[config.mk]
export PLATFORM = sky130hd
export DESIGN_NAME = wb_stage
export DESIGN_NICKNAME = d
export VERILOG_FILES = /design/src/rtl/wb_stage.sv
export SDC_FILE = /design/constraint.sdc
export NUM_CORES = 1
export LEC_CHECK = 0
export ABC_CLOCK_PERIOD_IN_PS = 1950
export CAP_MARGIN = 20
export CELL_PAD_IN_SITES_DETAIL_PLACEMENT = 1
export CELL_PAD_IN_SITES_GLOBAL_PLACEMENT = 2
export CORE_ASPECT_RATIO = 0.7
export CORE_MARGIN = 1
export CORE_UTILIZATION = 28
export CTS_CLUSTER_DIAMETER = 100
export DETAILED_ROUTE_END_ITERATION = 7
export PLACE_DENSITY = 0.78
export SETUP_SLACK_MARGIN = 0.2
export SYNTH_ARGS = -nofsm -noshare
export SYNTH_HDL_FRONTEND = slang
export SYNTH_SLANG_ARGS = --single-unit
[constraint.sdc]
create_clock -name clk -period 1.95 [get_ports clk]
set_input_delay 0.39 -clock clk [delete_from_list [all_inputs] [get_ports clk]]
set_output_delay 0.39 -clock clk [all_outputs]
set_load 0.01 [all_outputs]
[src/rtl/wb_stage.sv]
// Writeback stage: selects and aligns load data, registers the register-file write
// and flags misaligned loads, and counts retired instructions.
module wb_stage #(
  parameter int data_width = 32,
  parameter int addr_width = 5
) (
  input  logic                  clk,
  input  logic                  rst_n,
  input  logic                  stall,
  input  logic                  flush,
  input  logic                  in_valid,
  input  logic                  in_reg_write,
  input  logic [2:0]            in_load_type,
  input  logic [data_width-1:0] in_alu_result,
  input  logic [data_width-1:0] in_mem_rdata,
  input  logic [addr_width-1:0] in_dest_addr,
  output logic                  RegWrite,
  output logic [addr_width-1:0] rd_addr,
  output logic [data_width-1:0] rd_in,
  output logic [3:0]            Rd_byte_w_en,
  output logic                  misalign,
  output logic [31:0]           retired
);

  typedef enum logic [2:0] {
    LT_ALU = 3'b000, LT_LB = 3'b001, LT_LBU = 3'b010, LT_LH  = 3'b011,
    LT_LHU = 3'b100, LT_LW = 3'b101, LT_LWL = 3'b110, LT_LWR = 3'b111
  } load_t;

  load_t                 w_lt;
  logic [1:0]            w_o;
  logic [7:0]            w_byte;
  logic [15:0]           w_half;
  logic [data_width-1:0] w_data;
  logic [3:0]            w_en;
  logic                  w_mis;
  logic                  w_we;

  logic                  r_we;
  logic [addr_width-1:0] r_addr;
  logic [data_width-1:0] r_data;
  logic [3:0]            r_en;
  logic                  r_mis;
  logic [31:0]           r_retired;

  assign w_lt   = load_t'(in_load_type);
  assign w_o    = in_alu_result[1:0];
  assign w_half = w_o[1] ? in_mem_rdata[31:16] : in_mem_rdata[15:0];

  always_comb begin
    w_byte = in_mem_rdata[7:0];
    case (w_o)
      2'd0: w_byte = in_mem_rdata[7:0];
      2'd1: w_byte = in_mem_rdata[15:8];
      2'd2: w_byte = in_mem_rdata[23:16];
      2'd3: w_byte = in_mem_rdata[31:24];
      default: w_byte = in_mem_rdata[7:0];
    endcase
  end

  always_comb begin
    w_data = in_alu_result;
    w_en   = 4'b1111;
    w_mis  = 1'b0;
    case (w_lt)
      LT_ALU: w_data = in_alu_result;
      LT_LB:  w_data = {{(data_width-8){w_byte[7]}}, w_byte};
      LT_LBU: w_data = {{(data_width-8){1'b0}}, w_byte};
      LT_LH: begin
        w_data = {{(data_width-16){w_half[15]}}, w_half};
        w_mis  = w_o[0];
      end
      LT_LHU: begin
        w_data = {{(data_width-16){1'b0}}, w_half};
        w_mis  = w_o[0];
      end
      LT_LW: begin
        w_data = in_mem_rdata;
        w_mis  = |w_o;
      end
      // Unaligned pair: LWL fills the high bytes, LWR the low bytes; 3-o == ~o
      LT_LWL: begin
        w_data = in_mem_rdata << {~w_o, 3'b000};
        w_en   = 4'b1111 << ~w_o;
      end
      LT_LWR: begin
        w_data = in_mem_rdata >> {w_o, 3'b000};
        w_en   = 4'b1111 >> w_o;
      end
      default: w_data = in_alu_result;
    endcase
    w_mis = w_mis & in_valid;
  end

  assign w_we = in_valid & in_reg_write & (|in_dest_addr) & ~w_mis;

  always_ff @(posedge clk or negedge rst_n) begin
    if (!rst_n) begin
      r_we      <= 1'b0;
      r_addr    <= '0;
      r_data    <= '0;
      r_en      <= 4'b0000;
      r_mis     <= 1'b0;
      r_retired <= 32'd0;
    end else if (flush) begin
      r_we   <= 1'b0;
      r_addr <= '0;
      r_data <= '0;
      r_en   <= 4'b0000;
      r_mis  <= 1'b0;
    end else if (!stall) begin
      r_we      <= w_we;
      r_addr    <= in_dest_addr;
      r_data    <= w_data;
      r_en      <= w_we ? w_en : 4'b0000;
      r_mis     <= w_mis;
      r_retired <= r_retired + {31'd0, in_valid};
    end
  end

  assign RegWrite     = r_we;
  assign rd_addr      = r_addr;
  assign rd_in        = r_data;
  assign Rd_byte_w_en = r_en;
  assign misalign     = r_mis;
  assign retired      = r_retired;

endmodule

==> results of run 1 <==
==> cell type report <==
| class | count | area [µm²] |
|---|---|---|
| flip-flops and latches | 75 | 1890 |
| repair buffers | 283 | 2620 |
| clock buffers | 9 | 225 |
| multi-input cells | 404 | 3130 |
| inverters | 5 | 18.8 |
| fillers | 1945 | 9110 |
| well taps | 231 | 289 |
| clock inverters | 7 | 83.8 |
==> cells in the mapped netlist, drive strengths merged, types with 3 or more instances <==
library cell / count
a21oi: 5
a221oi: 8
a22o: 3
a31oi: 9
and2: 10
and3: 11
and4: 5
buf: 24
clkbuf: 18
dfrtp: 75
inv: 4
mux2: 18
mux2i: 30
nand2: 46
nand3: 21
nand4: 11
nand4b: 10
nand4bb: 3
nor2: 12
nor2b: 3
nor3b: 9
nor4: 3
o2111a: 8
o211ai: 29
o21ai: 48
o21bai: 16
o221ai: 8
o22ai: 15
o2bb2ai: 5
or2: 3
xnor2: 27
xor2: 4
==> placed cells by master (no fill, tap or decap), drive strengths merged, types with 4 or more instances in the layout <==
master	count
buf	133
clkdlybuf4s50	130
dfrtp	75
o21ai	48
nand2	46
mux2i	30
o211ai	29
xnor2	27
nand3	21
mux2	18
o21bai	16
o22ai	15
nor2	12
and3	11
nand4	11
and2	10
dlymetal6s2s	10
nand4b	10
clkbuf	10
nor3b	9
a31oi	9
o2111a	8
o221ai	8
dlygate4sd2	8
a221oi	8
inv	8
and4	5
a21oi	5
o2bb2ai	5
xor2	4
==> cells by family (layout without fill, tap and decap cells) <==
| family | after synthesis | count (layout) | share of synthesized area |
|---|---|---|---|
| buffers and inverters | 47 | 304 | 0.0467 |
| and+or+nand+nor | 160 | 160 | 0.192 |
| muxes | 48 | 48 | 0.101 |
| DFF | 75 | 75 | 0.373 |
| adders and majority gates | 2 | 2 | 0.00497 |
| AOI/OAI and AO/OA | 163 | 163 | 0.229 |
| xor gates and xnor gates | 31 | 31 | 0.0539 |
==> flip-flops by register name (all words and copies together), names as in the netlist <==
register and count:
RegWrite 1, misalign 1, Rd_byte_w_en 4, retired 32, rd_in 32, rd_addr 5
==> layer usage <==
| layer | wire, µm | vias up |
|---|---|---|
| li1 | - | 2518 |
| met1 | 11200 | 2745 |
| met2 | 9840 | 202 |
| met3 | 1420 | 27 |
| met4 | 410 | 0 |
| met5 | 0 | - |
==> through the flow <==
stage,cell area (µm²),instances,setup slack [ps],utilization,TNS [ps]
final,8250,1014,192,0.475,0
after global routing,8250,1014,156,0.475,0
after CTS,8100,1004,178,0.466,0
after detailed placement,7560,981,-558,0.435,-26070
after global placement,7560,981,-497,0.435,-22220
after floorplan,5030,526,245,-,0
==> power by group <==
group          switching [mW]  total (mW)  internal [mW]  leakage (nW)
combinational           0.704        1.48          0.779          2.47
clock                   0.763        1.78           1.02         0.149
sequential              0.126        1.80           1.67          1.01
==> path summary, 6_finish.rpt <==
kind                               end         from  slack, ps  cells after the start
setup / recovery            retired[7]   retired[7]        190                      1
setup reg to reg           retired[21]   retired[6]        270                      4
min in group asynchronous  retired[16]        rst_n        520                      2
hold / removal             retired[31]  retired[31]        480                      1
hold reg to reg            retired[31]  retired[31]        480                      1
max in group asynchronous   retired[1]        rst_n        810                      3
==> what timing repair did <==
| action | 4_1_cts | 5_1_grt |
|---|---|---|
| endpoints found under the hold margin | 25 | 0 |
| hold buffers | 1 | 0 |
| resized for setup | 68 | 23 |
| setup endpoints to repair | 75 | 51 |
| setup buffers | 5 | 10 |
| cloned | 1 | 0 |
| pin swaps | 9 | 6 |
==> summary.md, run 1 <==
• **remaining max-slew budget at the tightest pin** 0.729
• **effective utilization at floorplan** 0.290
• **vias in the first global route** 5733
• **clock latency on the worst-skew pair** 340 ps
• **final hold viol count** 0
• **post-route antenna net violation count** 0
• **largest net degree at the start of global routing** 51
• **final period utilization** 0.901
• **delay of the slowest cell on the worst path** 580 ps
• **clock-pin slew on the worst setup and hold paths** 70 ps
• **TritonCTS clock tree** done
• **overall die area** 18500 µm²
• **gr ovfl total** 0
• **main area contributors after synthesis** dfrtp_1, mux2i_1, xnor2_1, o21ai_0, o211ai_1
• **data required time at the worst endpoint** 1560 ps
• **number of antenna violations at the first check in global routing** 0
• **net count after synthesis** 606
• **portion of the post-synthesis area used by sequential elements** 0.373
• **Gate Count Post-Synth** 526
• **setup repair after global routing missed its margin** yes
• **met2 usage** 0.372
• **class of the worst hold path** flip-flop to flip-flop
• **distinct cell type count after synthesis** 64
• **register bit total from synthesis** 75
• **leakage power** 3.63 nW
• **via count** 5492
• **average via count per standard cell** 5.42
• **GRT Total Usage** 0.249
• **antenna cells** 0
• **hold slack** 479 ps
• **sum of net half-perimeters after detailed placement** 17500 µm
• **largest area contributor in the netlist** dfrtp_1
• **count of endpoints failing setup in the final report** 0
• **CTS H-tree lvls** 3
• **power density of the placed cells** 613 nW/µm²
• **final layout net count** 858
• **Die Wd** 162 µm
• **combined area of all synthesized cells** 5030 µm²
• **CP Capture Type** output pin
• **total number of clock tree sinks** 75
• **arrival time of the worst setup path** 1370 ps
• **Clock Tree Buf Depth** 2
• **fraction of layout instances using a drive strength above 1** 0.278
• **die height** 114 µm
• **total length of routed wires** 22900 µm
• **Critical Path Start Type** flip-flop
• **total count of max-transition violations in the final report** 0
• **Max Freq** 0.569 GHz
• **async set-reset flop share out of synthesis** 1.00
• **GR peak layer** met2
• **Critical path buffers and inverters** 1
• **Slew @ Worst Pin** 395 ps
• **global-route wire length before repair** 34500 µm
• **count of TritonRoute iterations in the first routing pass** 4
• **Yosys warning total** 0
• **met1 GRT Util** 0.365
• **post-layout min period** 1760 ps
• **number of violations of the max-capacitance limit** 0
• **gp weighted congestion** 0.923
• **mean instance size in the synthesized netlist** 9.57 µm²
• **status** finished clean
• **post-route clock skew** 8.42 ps
• **cell-by-cell listing of the critical path** clkdlybuf4s50_1
• **standard-cell row count** 40
• **number of DRC markers in iteration 0** 350
• **cell with the largest stage delay on the worst path** clkdlybuf4s50_1
• **routed length per placed instance** 22.5 µm
• **number of buffers created by CTS** 9
• **area added between synthesis and finish** 63.9%
• **met3 capacity usage during global routing** 0.0420
• **share of Yosys cell area claimed by the top area cell type** 0.373
• **number of DRC violations after detailed routing** 0
• **peak fanout along the critical path** 4
• **count of pins on the block boundary** 153
• **Peak VDD IR** 0.378 mV
• **number of synthesized flops with an enable pin** 0
• **category of cells accounting for the largest share of critical-path delay** buffers and inverters
• **CTS root buffer** clkbuf_16
• **Buffers on Ports** 152
• **worst setup path class** flip-flop to output pin
• **placeable core region** 17400 µm²
• **total power** 5.06 mW
• **Post-synth top flop** dfrtp_1
Note: power is estimated with default switching activity, not from simulation.
==> run 2: changes to the inputs <==
--- a/config.mk
+++ b/config.mk
@@ -5,16 +5,16 @@
 export SDC_FILE = /design/constraint.sdc
 export NUM_CORES = 1
 export LEC_CHECK = 0
-export ABC_CLOCK_PERIOD_IN_PS = 1950
+export ABC_CLOCK_PERIOD_IN_PS = 2100
 export CAP_MARGIN = 20
 export CELL_PAD_IN_SITES_DETAIL_PLACEMENT = 1
 export CELL_PAD_IN_SITES_GLOBAL_PLACEMENT = 2
 export CORE_ASPECT_RATIO = 0.7
 export CORE_MARGIN = 1
-export CORE_UTILIZATION = 28
+export CORE_UTILIZATION = 31
 export CTS_CLUSTER_DIAMETER = 100
 export DETAILED_ROUTE_END_ITERATION = 7
-export PLACE_DENSITY = 0.78
+export PLACE_DENSITY = 0.85
 export SETUP_SLACK_MARGIN = 0.2
 export SYNTH_ARGS = -nofsm -noshare
 export SYNTH_HDL_FRONTEND = slang
==> constraint.sdc (replaced) <==
create_clock -name clk -period 2.1 [get_ports clk]
set_input_delay 0.42 -clock clk [delete_from_list [all_inputs] [get_ports clk]]
set_output_delay 0.42 -clock clk [all_outputs]
set_load 0.01 [all_outputs]
==> summary.md, run 2 (synthesized netlist as in run 1, its figures left out) <==
• **status** finished clean
• **count of endpoints failing setup in the final report** 0
• **GRT Total Usage** 0.264
• **number of antenna violations at the first check in global routing** 0
• **fill count** 1738
• **total power** 4.75 mW
• **antenna cells** 0
• **total count of max-transition violations in the final report** 0
• **effective utilization at floorplan** 0.321
• **global-route wire length before repair** 33200 µm
• **total length of routed wires** 21900 µm
• **data required time at the worst endpoint** 2320 ps
• **CTS root buffer** clkbuf_16
• **number of violations of the max-capacitance limit** 0
• **Die Wd** 154 µm
• **post-layout min period** 1890 ps
• **number of placed instances with taps included** 925
• **peak fanout along the critical path** 2
• **Slew @ Worst Pin** 522 ps
• **vias in the first global route** 5544
• **post-route antenna net violation count** 0
• **Peak VDD IR** 0.358 mV
• **Finished Layout Cells** 951
• **Worst R2R Path Depth** 5
• **most frequent standard cell in the layout excluding fill and tap cells** clkdlybuf4s50_1
• **final layout net count** 828
• **multi-input gate area in the final layout** 3130 µm²
• **startpoint of the lowest-slack register-to-register path** retired[0]
• **TritonCTS clock tree** done
• **number of DRC violations after detailed routing** 0
• **worst setup path class** primary input to flip-flop
• **die height** 109 µm
• **sum of net half-perimeters after detailed placement** 16400 µm
• **gp weighted congestion** 0.929
• **remaining max-slew budget at the tightest pin** 0.652
• **destination of the worst register-to-register timing path** retired[21]
• **routed length per placed instance** 23.0 µm
• **overall die area** 16800 µm²
• **via count** 5353
• **average via count per standard cell** 5.63
• **final instance area** 8080 µm²
• **share of the core filled with cells in the final layout** 0.515
• **Buffers on Ports** 152
• **leakage power** 3.39 nW
• **number of DRC markers in iteration 0** 283
• **delay of the slowest cell on the worst path** 480 ps
• **sequential cell area in the final layout** 1880 µm²
• **count of pins on the block boundary** 153
• **cell-by-cell listing of the critical path** clkdlybuf4s50_1 > nand4bb_1 > nor4_2 > or4b_1 > xnor2_1
• **CP Capture Type** flip-flop
• **total number of clock tree sinks** 75
• **Max Freq** 0.529 GHz
• **commonest non-fill, non-tap cells in the layout** clkdlybuf4s50_1, buf_4, dfrtp_1, nand2_1, o21ai_0
• **placeable core region** 15700 µm²
• **arrival time of the worst setup path** 2110 ps
• **post-route clock skew** 2.10 ps
• **final period utilization** 0.899
• **setup repair after global routing missed its margin** yes
• **final hold viol count** 0
• **Critical Path Start Type** primary input
• **FF-to-FF setup slack** 240 ps
• **gr ovfl total** 0
• **CTS H-tree lvls** 3
• **class of the worst hold path** primary input to asynchronous set/reset pin
• **Placement Cell Area** 7390 µm²
• **fraction of layout instances using a drive strength above 1** 0.234
• **count of TritonRoute iterations in the first routing pass** 5
• **Clock Tree Buf Depth** 2
• **cell with the largest stage delay on the worst path** or4b_1
• **standard-cell row count** 38
• **clock-pin slew on the worst setup and hold paths** 60 ps
• **number of buffers created by CTS** 9
• **largest net degree at the start of global routing** 36
• **power density of the placed cells** 588 nW/µm²
• **area added between synthesis and finish** 60.4%
• **clock latency on the worst-skew pair** 340 ps
[run 2: cell types whose count changed in the layout (fill, tap and decap cells not counted), moves of 4 or more]
cell / delta
clkdlybuf4s50_1: +16
buf_4: -39
dfrtp_2: -8
o21ai_0: +8
dlygate4sd2_1: -7
buf_6: +4
o21ai_1: -6
dlymetal6s2s_1: -7
dfrtp_1: +8
buf_12: +5
[run 2: layer usage]
metal | global-route usage | share of wire
met2 | 0.401 | 0.44
met1 | 0.385 | 0.49
met4 | 0.0594 | 0.014
met5 | 0 | 0
met3 | 0.0541 | 0.054
[run 2: worst max path at each step]
stage	startpoint	endpoint	slack, ps	cells after the start
2_1_floorplan	in_alu_result[0]	rd_in[22]	370	6
3_3_place_gp	in_alu_result[1]	rd_in[8]	-200	8
3_5_place_dp	in_load_type[2]	rd_in[0]	-280	6
4_1_cts	in_alu_result[1]	rd_in[10]	190	8
5_1_grt	stall	retired[21]	120	5
6_report	stall	retired[21]	210	5
[run 2: layout make-up]
| class | count | share of cell area |
|---|---|---|
| inverters | 5 | 0.00232 |
| flip-flops and latches | 75 | 0.232 |
| repair buffers | 253 | 0.306 |
| well taps | 200 | 0.0310 |
| clock buffers | 9 | 0.0279 |
| clock inverters | 5 | 0.0129 |
| multi-input cells | 404 | 0.387 |
[run 2: metrics by stage]
| stage | setup TNS, ps | hold slack [ps] | setup slack (ps) |
|---|---|---|---|
| 6_report | 0 | 52.2 | 211 |
| 5_1_grt | 0 | 88.8 | 120 |
| 4_1_cts | 0 | 74.3 | 188 |
| 3_5_place_dp | -11060 | 422 | -283 |
| 3_3_place_gp | -6340 | 429 | -202 |
| 2_1_floorplan | 0 | 124 | 374 |
[run 2: what timing repair did]
action                     CTS  global route
gates cloned                 1             2
hold buffers                 0             0
setup endpoints to repair   40            47
pin swaps                    4             6
resized for setup           13            44
setup buffers                3             6
[run 2: power by group]
| part | internal (mW) | switching [mW] | total, mW | leakage (nW) |
|---|---|---|---|---|
| Clock | 1.15 | 0.622 | 1.77 | 0.161 |
| Combinational | 0.706 | 0.611 | 1.32 | 2.21 |
| Sequential | 1.55 | 0.116 | 1.66 | 1.02 |
| Total | 3.40 | 1.35 | 4.75 | 3.39 |
[run 2: critical path: cells and delay by family]
family                    cells  cell delay (ps)
and+or+nand+nor               3             1120
buffers and inverters         1              430
xor gates and xnor gates      1              140
==> run 3: changes to the inputs <==
--- a/config.mk
+++ b/config.mk
@@ -13,8 +13,10 @@
 export CORE_MARGIN = 1
 export CORE_UTILIZATION = 31
 export CTS_CLUSTER_DIAMETER = 100
+export CTS_CLUSTER_SIZE = 8
 export DETAILED_ROUTE_END_ITERATION = 7
 export PLACE_DENSITY = 0.85
+export REMOVE_ABC_BUFFERS = 1
 export SETUP_SLACK_MARGIN = 0.2
 export SYNTH_ARGS = -nofsm -noshare
 export SYNTH_HDL_FRONTEND = slang
==> summary.md, run 3 (synthesized netlist as in run 1, its figures left out) <==
• **area added between synthesis and finish** 53.6%
• **GRT Total Usage** 0.257
• **delay of the slowest cell on the worst path** 530 ps
• **die height** 109 µm
• **number of violations of the max-capacitance limit** 0
• **total number of clock tree sinks** 75
• **worst setup path class** primary input to flip-flop
• **count of pins on the block boundary** 153
• **via count** 5213
• **Max Freq** 0.517 GHz
• **Placement Cell Area** 7270 µm²
• **routed length per placed instance** 22.2 µm
• **cell-by-cell listing of the critical path** clkdlybuf4s50_1 > buf_6 > buf_12 > mux2_2 > o21ai_0 > o2111a_1 > o21ai_0
• **CP Capture Type** flip-flop
• **status** finished clean
• **post-route clock skew** 4.48 ps
• **cell with the largest stage delay on the worst path** clkdlybuf4s50_1
• **category of cells accounting for the largest share of critical-path delay** buffers and inverters
• **final period utilization** 0.921
• **number of DRC violations after detailed routing** 0
• **TritonCTS clock tree** done
• **arrival time of the worst setup path** 2160 ps
• **final hold viol count** 0
• **final instance area** 7730 µm²
• **final layout net count** 814
• **clock latency on the worst-skew pair** 340 ps
• **leakage power** 3.23 nW
• **count of endpoints failing setup in the final report** 0
• **gr ovfl total** 0
• **multi-input gate area in the final layout** 3030 µm²
• **power density of the placed cells** 576 nW/µm²
• **overall die area** 16800 µm²
• **global-route wire length before repair** 32800 µm
• **effective utilization at floorplan** 0.321
• **total length of routed wires** 20800 µm
• **post-layout min period** 1930 ps
• **met2 usage** 0.392
• **setup repair after global routing missed its margin** yes
• **gp weighted congestion** 0.904
• **placeable core region** 15700 µm²
• **sequential cell area in the final layout** 1880 µm²
• **Peak VDD IR** 0.378 mV
• **clock-pin slew on the worst setup and hold paths** 70 ps
• **fill count** 1769
• **Clock Tree Buf Depth** 2
• **number of DRC markers in iteration 0** 344
• **Slew @ Worst Pin** 542 ps
• **vias in the first global route** 5668
• **total count of max-transition violations in the final report** 0
• **Critical path buffers and inverters** 3
• **antenna cells** 0
• **count of TritonRoute iterations in the first routing pass** 4
• **GR peak layer** met2
• **sum of net half-perimeters after detailed placement** 15600 µm
• **CTS H-tree lvls** 3
• **commonest non-fill, non-tap cells in the layout** clkdlybuf4s50_1, buf_4, dfrtp_1, nand2_1, o21ai_0
• **Total Negative Setup Slacks** 0 ps
• **post-route antenna net violation count** 0
• **fraction of layout instances using a drive strength above 1** 0.208
• **largest net degree at the start of global routing** 38
• **average via count per standard cell** 5.55
• **number of antenna violations at the first check in global routing** 0
• **data required time at the worst endpoint** 2330 ps
• **peak fanout along the critical path** 12
• **Critical Path Start Type** primary input
• **Die Wd** 154 µm
• **number of buffers created by CTS** 9
• **met1 GRT Util** 0.369
• **Buffers on Ports** 152
• **met3 capacity usage during global routing** 0.0453
• **remaining max-slew budget at the tightest pin** 0.636
• **standard-cell row count** 38
• **most frequent standard cell in the layout excluding fill and tap cells** clkdlybuf4s50_1
• **class of the worst hold path** flip-flop to flip-flop
• **CTS root buffer** clkbuf_16
• **most repeated library cell on the critical path** o21ai_0
run 3: cell types whose count changed in the layout (fill, tap and decap cells not counted), moves of 3 or more:
cell,change
buf_12,-7
buf_4,-5
bufinv_16,-3
o21ai_0,+9
o21ai_1,-9
run 3: metal layers:
layer	up-vias	routed length (µm)	share of wire
li1	2431	-	-
met1	2608	10400	0.50
met2	156	9170	0.44
met3	18	1070	0.051
met4	0	245	0.012
met5	-	0	0
run 3: metrics by stage:
stage | setup slack (ps) | utilization | power (mW) | cells | hold slack, ps
after floorplan | -297 | - | 2.06 | 484 | 124
after global placement | -208 | 0.463 | 2.80 | 918 | 353
after detailed placement | -295 | 0.463 | 2.83 | 918 | 361
after CTS | 200 | 0.487 | 4.45 | 939 | 494
after global routing | 131 | 0.493 | 4.63 | 939 | 508
final | 166 | 0.493 | 4.45 | 939 | 494
run 3: path summary, 6_finish.rpt:
| kind | from | slack [ps] | to | cells after the start |
|---|---|---|---|---|
| min in group asynchronous | rst_n | 540 | rd_in[17] | 2 |
| max in group asynchronous | rst_n | 950 | retired[9] | 3 |
| min | RegWrite | 490 | RegWrite | 1 |
| max | in_alu_result[1] | 170 | rd_in[5] | 7 |
| min reg2reg | RegWrite | 490 | RegWrite | 1 |
| max reg2reg | retired[0] | 330 | retired[8] | 7 |
run 3: area by class of cell:
type                    instances  area share
clock buffers                  12      0.0332
clock inverters                 4     0.00421
inverters                       5     0.00275
multi-input cells             404       0.392
flip-flops and latches         75       0.243
well taps                     200      0.0324
repair buffers                239       0.293
run 3: where the power goes:
part / internal, mW / leakage, nW / switching, mW / total (mW)
Clock: 0.876 / 0.136 / 0.690 / 1.57
Sequential: 1.55 / 1.02 / 0.110 / 1.66
Combinational: 0.653 / 2.08 / 0.577 / 1.23
run 3: timing repair:
item / CTS / global route
setup endpoints to repair: 25 / 50
resized for setup: 12 / 20
hold buffers: 1 / 0
hold endpoints to repair: 20 / 0
gates cloned: 1 / 0
pin swaps: 3 / 4
setup buffers: 3 / 0
